### config.mk
export PLATFORM = sky130hd
export DESIGN_NAME = capture_sequencer_flat
export DESIGN_NICKNAME = d
export VERILOG_FILES = /design/src/rtl/capture_pkg.sv /design/src/rtl/capture_sequencer_if.sv /design/src/rtl/capture_skid.sv /design/src/rtl/capture_sequencer.sv /design/src/flat_wrapper.sv
export SDC_FILE = /design/constraint.sdc
export NUM_CORES = 1
export LEC_CHECK = 0
export ABC_AREA = 1
export CORE_AREA = 5 5 212 214
export DETAILED_ROUTE_END_ITERATION = 7
export DIE_AREA = 0 0 217 219
export PLACE_DENSITY = 0.68
export SLEW_MARGIN = 20
export SYNTH_ARGS = -nofsm -noshare
export SYNTH_HDL_FRONTEND = slang
export SYNTH_SLANG_ARGS = --single-unit
### constraint.sdc
create_clock -name aclk -period 2.86 [get_ports aclk]
set_input_delay 0.572 -clock aclk [delete_from_list [all_inputs] [get_ports aclk]]
set_output_delay 0.572 -clock aclk [all_outputs]
set_load 0.01 [all_outputs]
### src/rtl/capture_pkg.sv
// Shared types and constants for the ADC capture sequencer.
package capture_pkg;

    localparam int unsigned DATA_WIDTH = 64;

    typedef enum logic [2:0] {
        StIdle    = 3'd0,
        StClear   = 3'd1,
        StArmed   = 3'd2,
        StCapture = 3'd3,
        StFlush   = 3'd4,
        StHoldoff = 3'd5,
        StDone    = 3'd6
    } state_e;

endpackage

### src/rtl/capture_sequencer_if.sv
// ADC sample stream in and DMA stream out, as seen by the capture sequencer.
interface capture_sequencer_if;
    import capture_pkg::*;

    logic                  s_axis_tvalid;
    logic [DATA_WIDTH-1:0] s_axis_tdata;
    logic                  m_axis_tvalid;
    logic [DATA_WIDTH-1:0] m_axis_tdata;
    logic                  m_axis_tlast;
    logic                  m_axis_tready;

    modport master (
        input  s_axis_tvalid, s_axis_tdata, m_axis_tready,
        output m_axis_tvalid, m_axis_tdata, m_axis_tlast
    );

    modport slave (
        output s_axis_tvalid, s_axis_tdata, m_axis_tready,
        input  m_axis_tvalid, m_axis_tdata, m_axis_tlast
    );

endinterface

### src/rtl/capture_skid.sv
// Hold register feeding an AXI-Stream output register; the hold slot lets the
// final beat of a shot be tagged with tlast once the shot is known to be over.
module capture_skid
    import capture_pkg::*;
(
    input  logic                  aclk,
    input  logic                  aresetn,
    input  logic                  push,
    input  logic                  flush,
    input  logic [DATA_WIDTH-1:0] din,
    input  logic                  ready,
    output logic                  drop,
    output logic                  valid,
    output logic [DATA_WIDTH-1:0] dout,
    output logic                  last
);

    logic                  hold_valid_q, hold_valid_d;
    logic [DATA_WIDTH-1:0] hold_data_q, hold_data_d;
    logic                  out_valid_q, out_valid_d;
    logic [DATA_WIDTH-1:0] out_data_q, out_data_d;
    logic                  out_last_q, out_last_d;
    logic                  stall;
    logic                  move;

    assign stall = out_valid_q & ~ready;
    assign move  = (push | flush) & ~stall & hold_valid_q;
    assign drop  = push & stall;

    always_comb begin
        hold_valid_d = hold_valid_q;
        hold_data_d  = hold_data_q;
        out_valid_d  = stall;
        out_data_d   = out_data_q;
        out_last_d   = out_last_q;
        if (move) begin
            out_valid_d = 1'b1;
            out_data_d  = hold_data_q;
            out_last_d  = flush & ~push;
        end
        if (push && !stall) begin
            hold_valid_d = 1'b1;
            hold_data_d  = din;
        end else if (flush && move) begin
            hold_valid_d = 1'b0;
        end
    end

    always_ff @(posedge aclk or negedge aresetn) begin
        if (!aresetn) begin
            hold_valid_q <= 1'b0;
            hold_data_q  <= '0;
            out_valid_q  <= 1'b0;
            out_data_q   <= '0;
            out_last_q   <= 1'b0;
        end else begin
            hold_valid_q <= hold_valid_d;
            hold_data_q  <= hold_data_d;
            out_valid_q  <= out_valid_d;
            out_data_q   <= out_data_d;
            out_last_q   <= out_last_d;
        end
    end

    assign valid = out_valid_q;
    assign dout  = out_data_q;
    assign last  = out_last_q;

endmodule

### src/rtl/capture_sequencer.sv
// Sequences ADC trigger clear/arm and forwards each triggered shot to the DMA
// as a length-limited, tlast-terminated AXI-Stream packet.
module capture_sequencer
    import capture_pkg::*;
#(
    parameter int unsigned CLEAR_CYCLES = 4
) (
    input  logic                       aclk,
    input  logic                       aresetn,
    input  logic                       cfg_start,
    input  logic                       cfg_abort,
    input  logic [15:0]                cfg_trigger_level,
    input  logic [15:0]                cfg_shots,
    input  logic [31:0]                cfg_max_samples,
    input  logic [31:0]                cfg_holdoff,
    output logic [15:0]                trigger_level,
    output logic                       reset_trigger,
    output logic                       reset_max_sum,
    capture_sequencer_if.master        axis,
    output logic [2:0]                 state,
    output logic                       busy,
    output logic                       done,
    output logic [15:0]                shots_done,
    output logic [15:0]                overflow_count
);

    state_e      state_q, state_d;
    logic [15:0] shots_q;
    logic [31:0] max_q, holdoff_q;
    logic [31:0] beat_cnt_q, clr_cnt_q, wait_cnt_q;
    logic        abort_pend_q;
    logic        push, flush, drop, tlast_acc, cfg_ok, holdoff_end;

    assign cfg_ok      = (cfg_shots != 16'd0) && (cfg_max_samples != 32'd0);
    assign tlast_acc   = axis.m_axis_tvalid & axis.m_axis_tlast & axis.m_axis_tready;
    assign holdoff_end = (holdoff_q == 32'd0) || (wait_cnt_q == holdoff_q - 32'd1);

    // Abort wins over a coincident beat, so the packet closes on the held beat.
    always_comb begin
        push = 1'b0;
        flush = 1'b0;
        case (state_q)
            StArmed, StCapture: push = axis.s_axis_tvalid & ~cfg_abort;
            StFlush:            flush = 1'b1;
            default:            ;
        endcase
    end

    always_comb begin
        state_d = state_q;
        case (state_q)
            StIdle:    if (!cfg_abort && cfg_start && cfg_ok) state_d = StClear;
            StDone: begin
                if (cfg_abort)                  state_d = StIdle;
                else if (cfg_start && cfg_ok)   state_d = StClear;
            end
            StClear: begin
                if (cfg_abort)                                  state_d = StIdle;
                else if (clr_cnt_q == 32'(CLEAR_CYCLES - 1))    state_d = StArmed;
            end
            StArmed: begin
                if (cfg_abort)                  state_d = StIdle;
                else if (axis.s_axis_tvalid)    state_d = (max_q == 32'd1) ? StFlush : StCapture;
            end
            StCapture: begin
                if (cfg_abort || !axis.s_axis_tvalid || (beat_cnt_q + 32'd1 == max_q))
                    state_d = StFlush;
            end
            StFlush: begin
                if (tlast_acc) state_d = (abort_pend_q || cfg_abort) ? StIdle : StHoldoff;
            end
            StHoldoff: begin
                if (cfg_abort)          state_d = StIdle;
                else if (holdoff_end)   state_d = (shots_done == shots_q) ? StDone : StClear;
            end
            default:   state_d = StIdle;
        endcase
    end

    always_ff @(posedge aclk or negedge aresetn) begin
        if (!aresetn) begin
            state_q        <= StIdle;
            trigger_level  <= '0;
            shots_q        <= '0;
            max_q          <= '0;
            holdoff_q      <= '0;
            beat_cnt_q     <= '0;
            clr_cnt_q      <= '0;
            wait_cnt_q     <= '0;
            abort_pend_q   <= 1'b0;
            shots_done     <= '0;
            overflow_count <= '0;
            busy           <= 1'b0;
            done           <= 1'b0;
            reset_trigger  <= 1'b1;
            reset_max_sum  <= 1'b1;
        end else begin
            state_q    <= state_d;
            clr_cnt_q  <= (state_q == StClear) ? clr_cnt_q + 32'd1 : 32'd0;
            wait_cnt_q <= (state_q == StHoldoff) ? wait_cnt_q + 32'd1 : 32'd0;

            if ((state_q == StIdle || state_q == StDone) && state_d == StClear) begin
                trigger_level  <= cfg_trigger_level;
                shots_q        <= cfg_shots;
                max_q          <= cfg_max_samples;
                holdoff_q      <= cfg_holdoff;
                shots_done     <= '0;
                overflow_count <= '0;
                abort_pend_q   <= 1'b0;
            end

            if (state_q == StArmed && push)   beat_cnt_q <= 32'd1;
            if (state_q == StCapture && push) beat_cnt_q <= beat_cnt_q + 32'd1;
            if (drop && overflow_count != 16'hFFFF) overflow_count <= overflow_count + 16'd1;
            if ((state_q == StCapture || state_q == StFlush) && cfg_abort) abort_pend_q <= 1'b1;
            if (state_q == StFlush && tlast_acc) shots_done <= shots_done + 16'd1;

            busy          <= !(state_d == StIdle || state_d == StDone);
            done          <= (state_d == StDone);
            reset_trigger <= !(state_d == StArmed || state_d == StCapture);
            reset_max_sum <= (state_d == StIdle || state_d == StClear);
        end
    end

    assign state = state_q;

    capture_skid u_skid (
        .aclk    (aclk),
        .aresetn (aresetn),
        .push    (push),
        .flush   (flush),
        .din     (axis.s_axis_tdata),
        .ready   (axis.m_axis_tready),
        .drop    (drop),
        .valid   (axis.m_axis_tvalid),
        .dout    (axis.m_axis_tdata),
        .last    (axis.m_axis_tlast)
    );

endmodule
### src/flat_wrapper.sv
// flat-port wrapper written by rule: the top's interface ports become plain ports
module capture_sequencer_flat import capture_pkg::*;
#(
    parameter int unsigned CLEAR_CYCLES = 4
)
  (aclk, aresetn, cfg_start, cfg_abort, cfg_trigger_level, cfg_shots, cfg_max_samples, cfg_holdoff, trigger_level, reset_trigger, reset_max_sum, state, busy, done, shots_done, overflow_count, axis_s_axis_tvalid, axis_s_axis_tdata, axis_m_axis_tready, axis_m_axis_tvalid, axis_m_axis_tdata, axis_m_axis_tlast);
  capture_sequencer_if axis_i ();
  input  logic aclk;
  input  logic aresetn;
  input  logic cfg_start;
  input  logic cfg_abort;
  input  logic [15:0] cfg_trigger_level;
  input  logic [15:0] cfg_shots;
  input  logic [31:0] cfg_max_samples;
  input  logic [31:0] cfg_holdoff;
  output logic [15:0] trigger_level;
  output logic reset_trigger;
  output logic reset_max_sum;
  output logic [2:0] state;
  output logic busy;
  output logic done;
  output logic [15:0] shots_done;
  output logic [15:0] overflow_count;
  input wire logic [$bits(axis_i.s_axis_tvalid)-1:0] axis_s_axis_tvalid;
  input wire logic [$bits(axis_i.s_axis_tdata)-1:0] axis_s_axis_tdata;
  input wire logic [$bits(axis_i.m_axis_tready)-1:0] axis_m_axis_tready;
  output wire logic [$bits(axis_i.m_axis_tvalid)-1:0] axis_m_axis_tvalid;
  output wire logic [$bits(axis_i.m_axis_tdata)-1:0] axis_m_axis_tdata;
  output wire logic [$bits(axis_i.m_axis_tlast)-1:0] axis_m_axis_tlast;
  assign axis_i.s_axis_tvalid = axis_s_axis_tvalid;
  assign axis_i.s_axis_tdata = axis_s_axis_tdata;
  assign axis_i.m_axis_tready = axis_m_axis_tready;
  assign axis_m_axis_tvalid = axis_i.m_axis_tvalid;
  assign axis_m_axis_tdata = axis_i.m_axis_tdata;
  assign axis_m_axis_tlast = axis_i.m_axis_tlast;
  capture_sequencer #(.CLEAR_CYCLES(CLEAR_CYCLES)) u_core (.aclk(aclk), .aresetn(aresetn), .cfg_start(cfg_start), .cfg_abort(cfg_abort), .cfg_trigger_level(cfg_trigger_level), .cfg_shots(cfg_shots), .cfg_max_samples(cfg_max_samples), .cfg_holdoff(cfg_holdoff), .trigger_level(trigger_level), .reset_trigger(reset_trigger), .reset_max_sum(reset_max_sum), .axis(axis_i), .state(state), .busy(busy), .done(done), .shots_done(shots_done), .overflow_count(overflow_count));
endmodule
==> flow_summary.ini, run 1 <==
[status]
status = completed

[worst_setup_path]
cp-endpoint = u_core.busy$_DFF_PN0_
cp-start-kind = flip-flop
worstSetupStartpoint = u_core.holdoff_q[0]$_DFFE_PN0P_
crit_family = simple AND/OR/NAND/NOR gates
rr_worst_depth = 20
cp.depth = 20
regToRegStartpoint = u_core.holdoff_q[0]$_DFFE_PN0P_
cpMaxStageDelayCell = dfrtp_1
crit_path_end_kind = flip-flop
rr_endpoint = u_core.busy$_DFF_PN0_
cp_cell_sequence = inv_1 -> buf_4 -> nand2_2 -> nor2_4 -> buf_4 -> nand3_1 -> nor2_1 -> nand2_1 -> nand2_1 -> nand2_1 -> nor2_1 -> nand3_1 -> o21bai_2 -> nand2_1 -> nand2_1 -> nand3_1 -> nand2_2 -> inv_2 -> nand2_1 -> nand2_1
crit_buf_inv = 4
critPathMaxStageDelay_ns = 0.38
cp.required_ns = 3.33
cp_common_cell = nand2_1
worstSetupPathType = flip-flop to flip-flop
critical_path_arrival_ns = 3.13
rrSetupSlack_ns = 0.20
critPathMaxFanout = 6

[sta]
worst_pin_slew_ns = 0.787
period_needed_ns = 2.66
setup_viol = 0
max-slew-margin-rel_pct = 47.1
finalCritPeriodShare_pct = 92.9
hold_viol_final = 0
fmax_mhz = 376
worst_clock_skew_ns = 0.0221
slew_viol_final = 0
worst_slack_ns = 0.203
rsz0062_at_grt = true
setup_tns_ns = 0

[finish]
area_growth_pct = 29.5
final_area_sq_um = 24500
final_common_cell = nand2_1
fin_nets = 2960
drive_above_1_share_pct = 10.8
mostFrequentLayoutCells = 851 x nand2_1, 356 x dfrtp_1, 285 x clkdlybuf4s50_1, 237 x inv_1, 230 x nor2_1
utilization_pct = 57.4

[grt]
grt_start_max_net_pins = 73
grt_pass1_wl_um = 90600
grt_usage_pct = 23.4
overflow = 0
grt_pass1_vias = 17244
antenna_found_initial = 2

[synth]
syn-cell-area_sq_um = 18900
synth_simple_gate_area_share_pct = 32.5
synthCells = 2449
seq_area_frac_synth_pct = 48.0
avgSynthCellArea_sq_um = 7.73
synth_compound_area_share_pct = 6.49
synth_top_family_by_area = simple AND/OR/NAND/NOR gates
ys_ff_latch = 363
synthXorXnorAreaFrac_pct = 2.72
synthFlopType = dfrtp_1
synthArstFlopShare_pct = 100
syn_nets = 2622
synthMuxAreaShare_pct = 3.57
synth_fa_ha_area_share_pct = 0.463
yosysWarnings = 0
synth-edff-count = 0
ys_types = 52

[detailed_routing]
drc = 0
dr.first_iter.drc_count = 1247
num_vias = 17377
viasPerCell = 5.16
finalWirelength_um = 56700
first_pass_iters = 5
drtAntennaViolNets = 0
wl_per_cell_um = 16.8

[place]
place_hpwl_um = 42400
finalWeightedCongestion = 0.909
postPlaceCellArea_sq_um = 22900
io_buffers = 286
dp_slack_ns = -0.205

[clock_tree]
cts.path.max_buffers = 3
cts_root_buffer = clkbuf_16
clk_pin_slew_ns = 0.06
clock_latency_ns = 0.58
clock-sinks = 363
htree_levels = 2
cts_buffers = 41
cts_tree = done

[floorplanning]
die_w_um = 217
initial_utilization_pct = 44.4
rows = 76
die_h_um = 219
top_level_ports = 287
fp.dieArea_sq_um = 47500
core_sq_um = 42700

[pwr]
p_per_area_nw_per_um2 = 572
ir_worst_vdd_uv = 457
leakagePower_uw = 0.0119

[run]
drv_cap = 0

[worst_hold_path]
hp-class = flip-flop to flip-flop
Yosys cell counts (all sizes together) (11+ instances only):
cell type | number | area, sq um
a21oi | 45 | 225
buf | 11 | 55.1
clkbuf | 50 | 188
dfrtp | 361 | 9030
inv | 245 | 920
mux2 | 60 | 676
nand2 | 866 | 3290
nand3 | 115 | 581
nand3b | 26 | 195
nand4 | 41 | 257
nor2 | 273 | 1150
nor3 | 57 | 300
nor3b | 13 | 103
nor4 | 29 | 194
o21ai | 109 | 553
o22ai | 30 | 188
xnor2 | 27 | 236
xor2 | 29 | 254
worst min-delay path, stage by stage, from the launching register on:
cell     delay [ns]
dfrtp_1        0.33
nand2_1        0.05
nand2_1        0.05
flip-flops by register name, summed over array words and instances (netlist names):
register                    flops
u_core.u_skid.hold_data_q      64
u_core.u_skid.valid             1
u_core.u_skid.hold_valid_q      1
u_core.abort_pend_q             1
u_core.overflow_count          16
u_core.reset_max_sum            1
u_core.max_q                   32
u_core.shots_q                 16
u_core.trigger_level           16
u_core.clr_cnt_q               32
u_core.holdoff_q               32
u_core.busy                     1
u_core.u_skid.dout             64
u_core.wait_cnt_q              32
u_core.u_skid.last              1
u_core.state                    3
u_core.done                     1
u_core.reset_trigger            1
u_core.beat_cnt_q              32
u_core.shots_done              16
metal layers:
metal | GRT usage (%) | vias to the layer above | share of wire (%)
met1 | 30.9 | 8234 | 44
li1 | - | 8552 | -
met4 | 7.42 | 2 | 3.0
met5 | 0 | - | 0.023
met3 | 6.57 | 101 | 7.5
met2 | 37.6 | 488 | 46
worst min path at each step:
stage | end | depth (start not counted) | from
after global routing | u_core.u_skid.dout[8]$_DFFE_PN0P_ | 2 | u_core.u_skid.hold_data_q[8]$_DFFE_PN0P_
after detailed placement | u_core.u_skid.dout[23]$_DFFE_PN0P_ | 2 | u_core.u_skid.hold_data_q[23]$_DFFE_PN0P_
after global placement | u_core.u_skid.dout[18]$_DFFE_PN0P_ | 2 | u_core.u_skid.hold_data_q[18]$_DFFE_PN0P_
after CTS | u_core.u_skid.dout[8]$_DFFE_PN0P_ | 2 | u_core.u_skid.hold_data_q[8]$_DFFE_PN0P_
final | u_core.u_skid.dout[6]$_DFFE_PN0P_ | 2 | u_core.u_skid.hold_data_q[6]$_DFFE_PN0P_
after floorplan | u_core.abort_pend_q$_DFFE_PN0P_ | 0 | aresetn
per-stage QoR:
stage | std cells | hold slack (ns) | total power (uW)
floorplan | 2449 | 0.276 | 7350
global placement | 3281 | 0.444 | 8360
detailed placement | 3281 | 0.449 | 8410
CTS | 3356 | 0.466 | 14100
global route | 3364 | 0.476 | 14700
finish | 3365 | 0.466 | 14000
cells by family after synthesis:
logic type / Yosys count
simple gates: 1434
flops: 363
buf+inv: 312
compound gates: 216
mux: 60
xor+xnor: 57
fa+ha+maj: 7
area by class of cell:
class | count | area, sq um
Timing Repair Buffer | 355 | 3530
Inverter | 251 | 942
Multi-Input combinational cell | 1775 | 8800
Sequential cell | 363 | 9090
Antenna cell | 1 | 2.50
Clock buffer | 60 | 1250
Fill cell | 3806 | 18200
Clock inverter | 14 | 224
Tap cell | 546 | 683
power breakdown:
part / internal, uW / switching, uW / total [uW]
combinational: 1070 / 1340 / 2400
sequential: 5550 / 420 / 5970
clock: 3410 / 2250 / 5660
total: 10000 / 4010 / 14000
repair_timing:
| action | CTS | global route |
|---|---|---|
| buffers inserted | 0 | 7 |
| gates resized for setup | 0 | 37 |
| setup endpoints to repair | 0 | 15 |
| hold endpoints to repair | 53 | 0 |
| hold buffers | 1 | 0 |
(Power assumes the default switching activity.)
==> inputs of run 2 (changes only) <==
--- a/config.mk
+++ b/config.mk
@@ -10,6 +10,7 @@
 export DETAILED_ROUTE_END_ITERATION = 7
 export DIE_AREA = 0 0 217 219
 export PLACE_DENSITY = 0.68
+export REMOVE_ABC_BUFFERS = 1
 export SLEW_MARGIN = 20
 export SYNTH_ARGS = -nofsm -noshare
 export SYNTH_HDL_FRONTEND = slang
==> flow_summary.ini, run 2 (synthesized netlist as in run 1, its figures left out) <==
[clock_tree]
clock-sinks = 363
cts.path.max_buffers = 3
cts_buffers = 42
clk_pin_slew_ns = 0.06
cts_root_buffer = clkbuf_16
cts_tree = done
htree_levels = 2
clock_latency_ns = 0.58

[worst_setup_path]
cp.required_ns = 3.31
cpMaxStageDelayCell = dfrtp_2
critPathMaxStageDelay_ns = 0.41
cp_cell_sequence = ha_2 -> nand2_2 -> nor2_4 -> nand2_2 -> buf_4 -> o21ai_1 -> nand2_1 -> nand2_1 -> nand2_1 -> nor2_1 -> nand2_1 -> nor2_1 -> nand3_2 -> nand3_1 -> nand2_1 -> clkinv_1 -> nand2_1 -> nand2_1 -> nand2_1 -> nand2_1 -> nand2_1
cp_common_cell = nand2_1
worstSetupPathType = flip-flop to flip-flop
critPathMaxFanout = 6
cp-start-kind = flip-flop
critical_path_arrival_ns = 3.11
crit_path_end_kind = flip-flop

[sta]
worst_pin_slew_ns = 0.805
max-slew-margin-rel_pct = 46.4
worst_clock_skew_ns = 0.0185
fmax_mhz = 377
finalCritPeriodShare_pct = 92.9
period_needed_ns = 2.66
setup_viol = 0
rsz0062_at_grt = true
setup_tns_ns = 0
slew_viol_final = 0
hold_viol_final = 0

[detailed_routing]
viasPerCell = 5.19
dr.first_iter.drc_count = 926
num_vias = 17382
drc = 0
drtAntennaViolNets = 0
wl_per_cell_um = 16.7
finalWirelength_um = 56000
first_pass_iters = 5

[run]
drv_cap = 0

[pwr]
ir_worst_vdd_uv = 383
leakagePower_uw = 0.0118
p_per_area_nw_per_um2 = 590

[finish]
final_common_cell = nand2_1
diodes = 0
mostFrequentLayoutCells = 851 x nand2_1, 357 x dfrtp_1, 285 x clkdlybuf4s50_1, 237 x inv_1, 236 x nor2_1
area_growth_pct = 29.4
utilization_pct = 57.4
fill_cells = 3875
fin_nets = 2943
drive_above_1_share_pct = 9.88

[grt]
antenna_found_initial = 2
grt_pass1_vias = 17906
grt_pass1_wl_um = 91300
overflow = 0
grt_start_max_net_pins = 91
grt_usage_pct = 23.5

[floorplanning]
core_sq_um = 42700
fp.dieArea_sq_um = 47500
rows = 76
top_level_ports = 287
die_h_um = 219
initial_utilization_pct = 44.4
die_w_um = 217

[place]
finalWeightedCongestion = 0.949
io_buffers = 286
place_hpwl_um = 41200

[worst_hold_path]
hp-class = flip-flop to flip-flop

[status]
status = completed
## run 2: cell count changes in the layout (fill, tap and decap cells not counted), sizes merged
cell	delta
inv	-1
diode	-1
clkinv	-2
clkbuf	+1
buf	-17
bufinv	+5
nor2	-1
## run 2: worst max-delay path, delay by kind of cell, from the launching register on
kind / cells / cell delay, ns
fa+ha+maj: 1 / 0.21
buf+inv: 2 / 0.22
compound gates: 1 / 0.17
simple gates: 17 / 1.54
flops: 1 / 0.41
## run 2: timing repair
item	4_1_cts	5_1_grt
hold buffers	1	0
endpoints found under the setup margin	0	21
gates resized for setup	0	30
buffers inserted	0	5
hold endpoints to repair	45	0
## run 2: metrics by stage
step	area [sq um]	hold slack, ns	std cells	power [uW]	setup slack, ns
6_report	24500	0.460	3349	14500	0.204
3_3_place_gp	22700	0.442	3266	8340	-0.266
5_1_grt	24500	0.484	3349	15200	-0.0214
4_1_cts	24300	0.466	3344	14600	0.138
2_1_floorplan	18700	0.276	2388	7330	-1.66
3_5_place_dp	22700	0.455	3266	8400	-0.291
## run 2: layer usage
metal / wire [um] / vias to the layer above / track usage, %
met4: 1590 / 4 / 7.04
met5: 40 / - / 0
met3: 4640 / 112 / 7.71
met2: 26200 / 476 / 38.8
met1: 23600 / 8278 / 29.7
li1: - / 8512 / -
## run 2: power breakdown
group | total [uW] | internal, uW | leakage [uW] | switching (uW)
clock | 6090 | 3860 | 0.000778 | 2230
sequential | 5980 | 5550 | 0.00473 | 429
combinational | 2390 | 1040 | 0.00629 | 1350
## run 2: layout make-up
cell class / instances / area, sq um / share of cell area, %
clock buffers: 61 / 1250 / 5.11
repair buffers: 338 / 3410 / 13.9
inverters: 251 / 943 / 3.85
clock inverters: 16 / 334 / 1.36
well taps: 546 / 683 / 2.79
multi-input cells: 1774 / 8790 / 35.9
flip-flops and latches: 363 / 9090 / 37.1
## run 2: path summary, 6_finish.rpt
kind | start | endpoint | slack, ns | depth (start not counted)
worst max-delay path | u_core.beat_cnt_q[0]$_DFFE_PN0P_ | u_core.busy$_DFF_PN0_ | 0.20 | 21
worst min-delay path | u_core.u_skid.hold_data_q[24]$_DFFE_PN0P_ | u_core.u_skid.dout[24]$_DFFE_PN0P_ | 0.46 | 2
worst max register to register | u_core.beat_cnt_q[0]$_DFFE_PN0P_ | u_core.busy$_DFF_PN0_ | 0.20 | 21
worst min register to register | u_core.u_skid.hold_data_q[24]$_DFFE_PN0P_ | u_core.u_skid.dout[24]$_DFFE_PN0P_ | 0.46 | 2
max in group asynchronous | aresetn | u_core.u_skid.hold_data_q[62]$_DFFE_PN0P_ | 1.46 | 3
min in group asynchronous | aresetn | u_core.beat_cnt_q[25]$_DFFE_PN0P_ | 0.54 | 2
==> inputs of run 3 (changes only) <==
--- a/config.mk
+++ b/config.mk
@@ -9,6 +9,7 @@
 export CORE_AREA = 5 5 212 214
 export DETAILED_ROUTE_END_ITERATION = 7
 export DIE_AREA = 0 0 217 219
+export HOLD_SLACK_MARGIN = 0.1
 export PLACE_DENSITY = 0.68
 export REMOVE_ABC_BUFFERS = 1
 export SLEW_MARGIN = 20
==> results of run 3 <==
The final DEF is identical to that of run 2; final timing and power are the same.
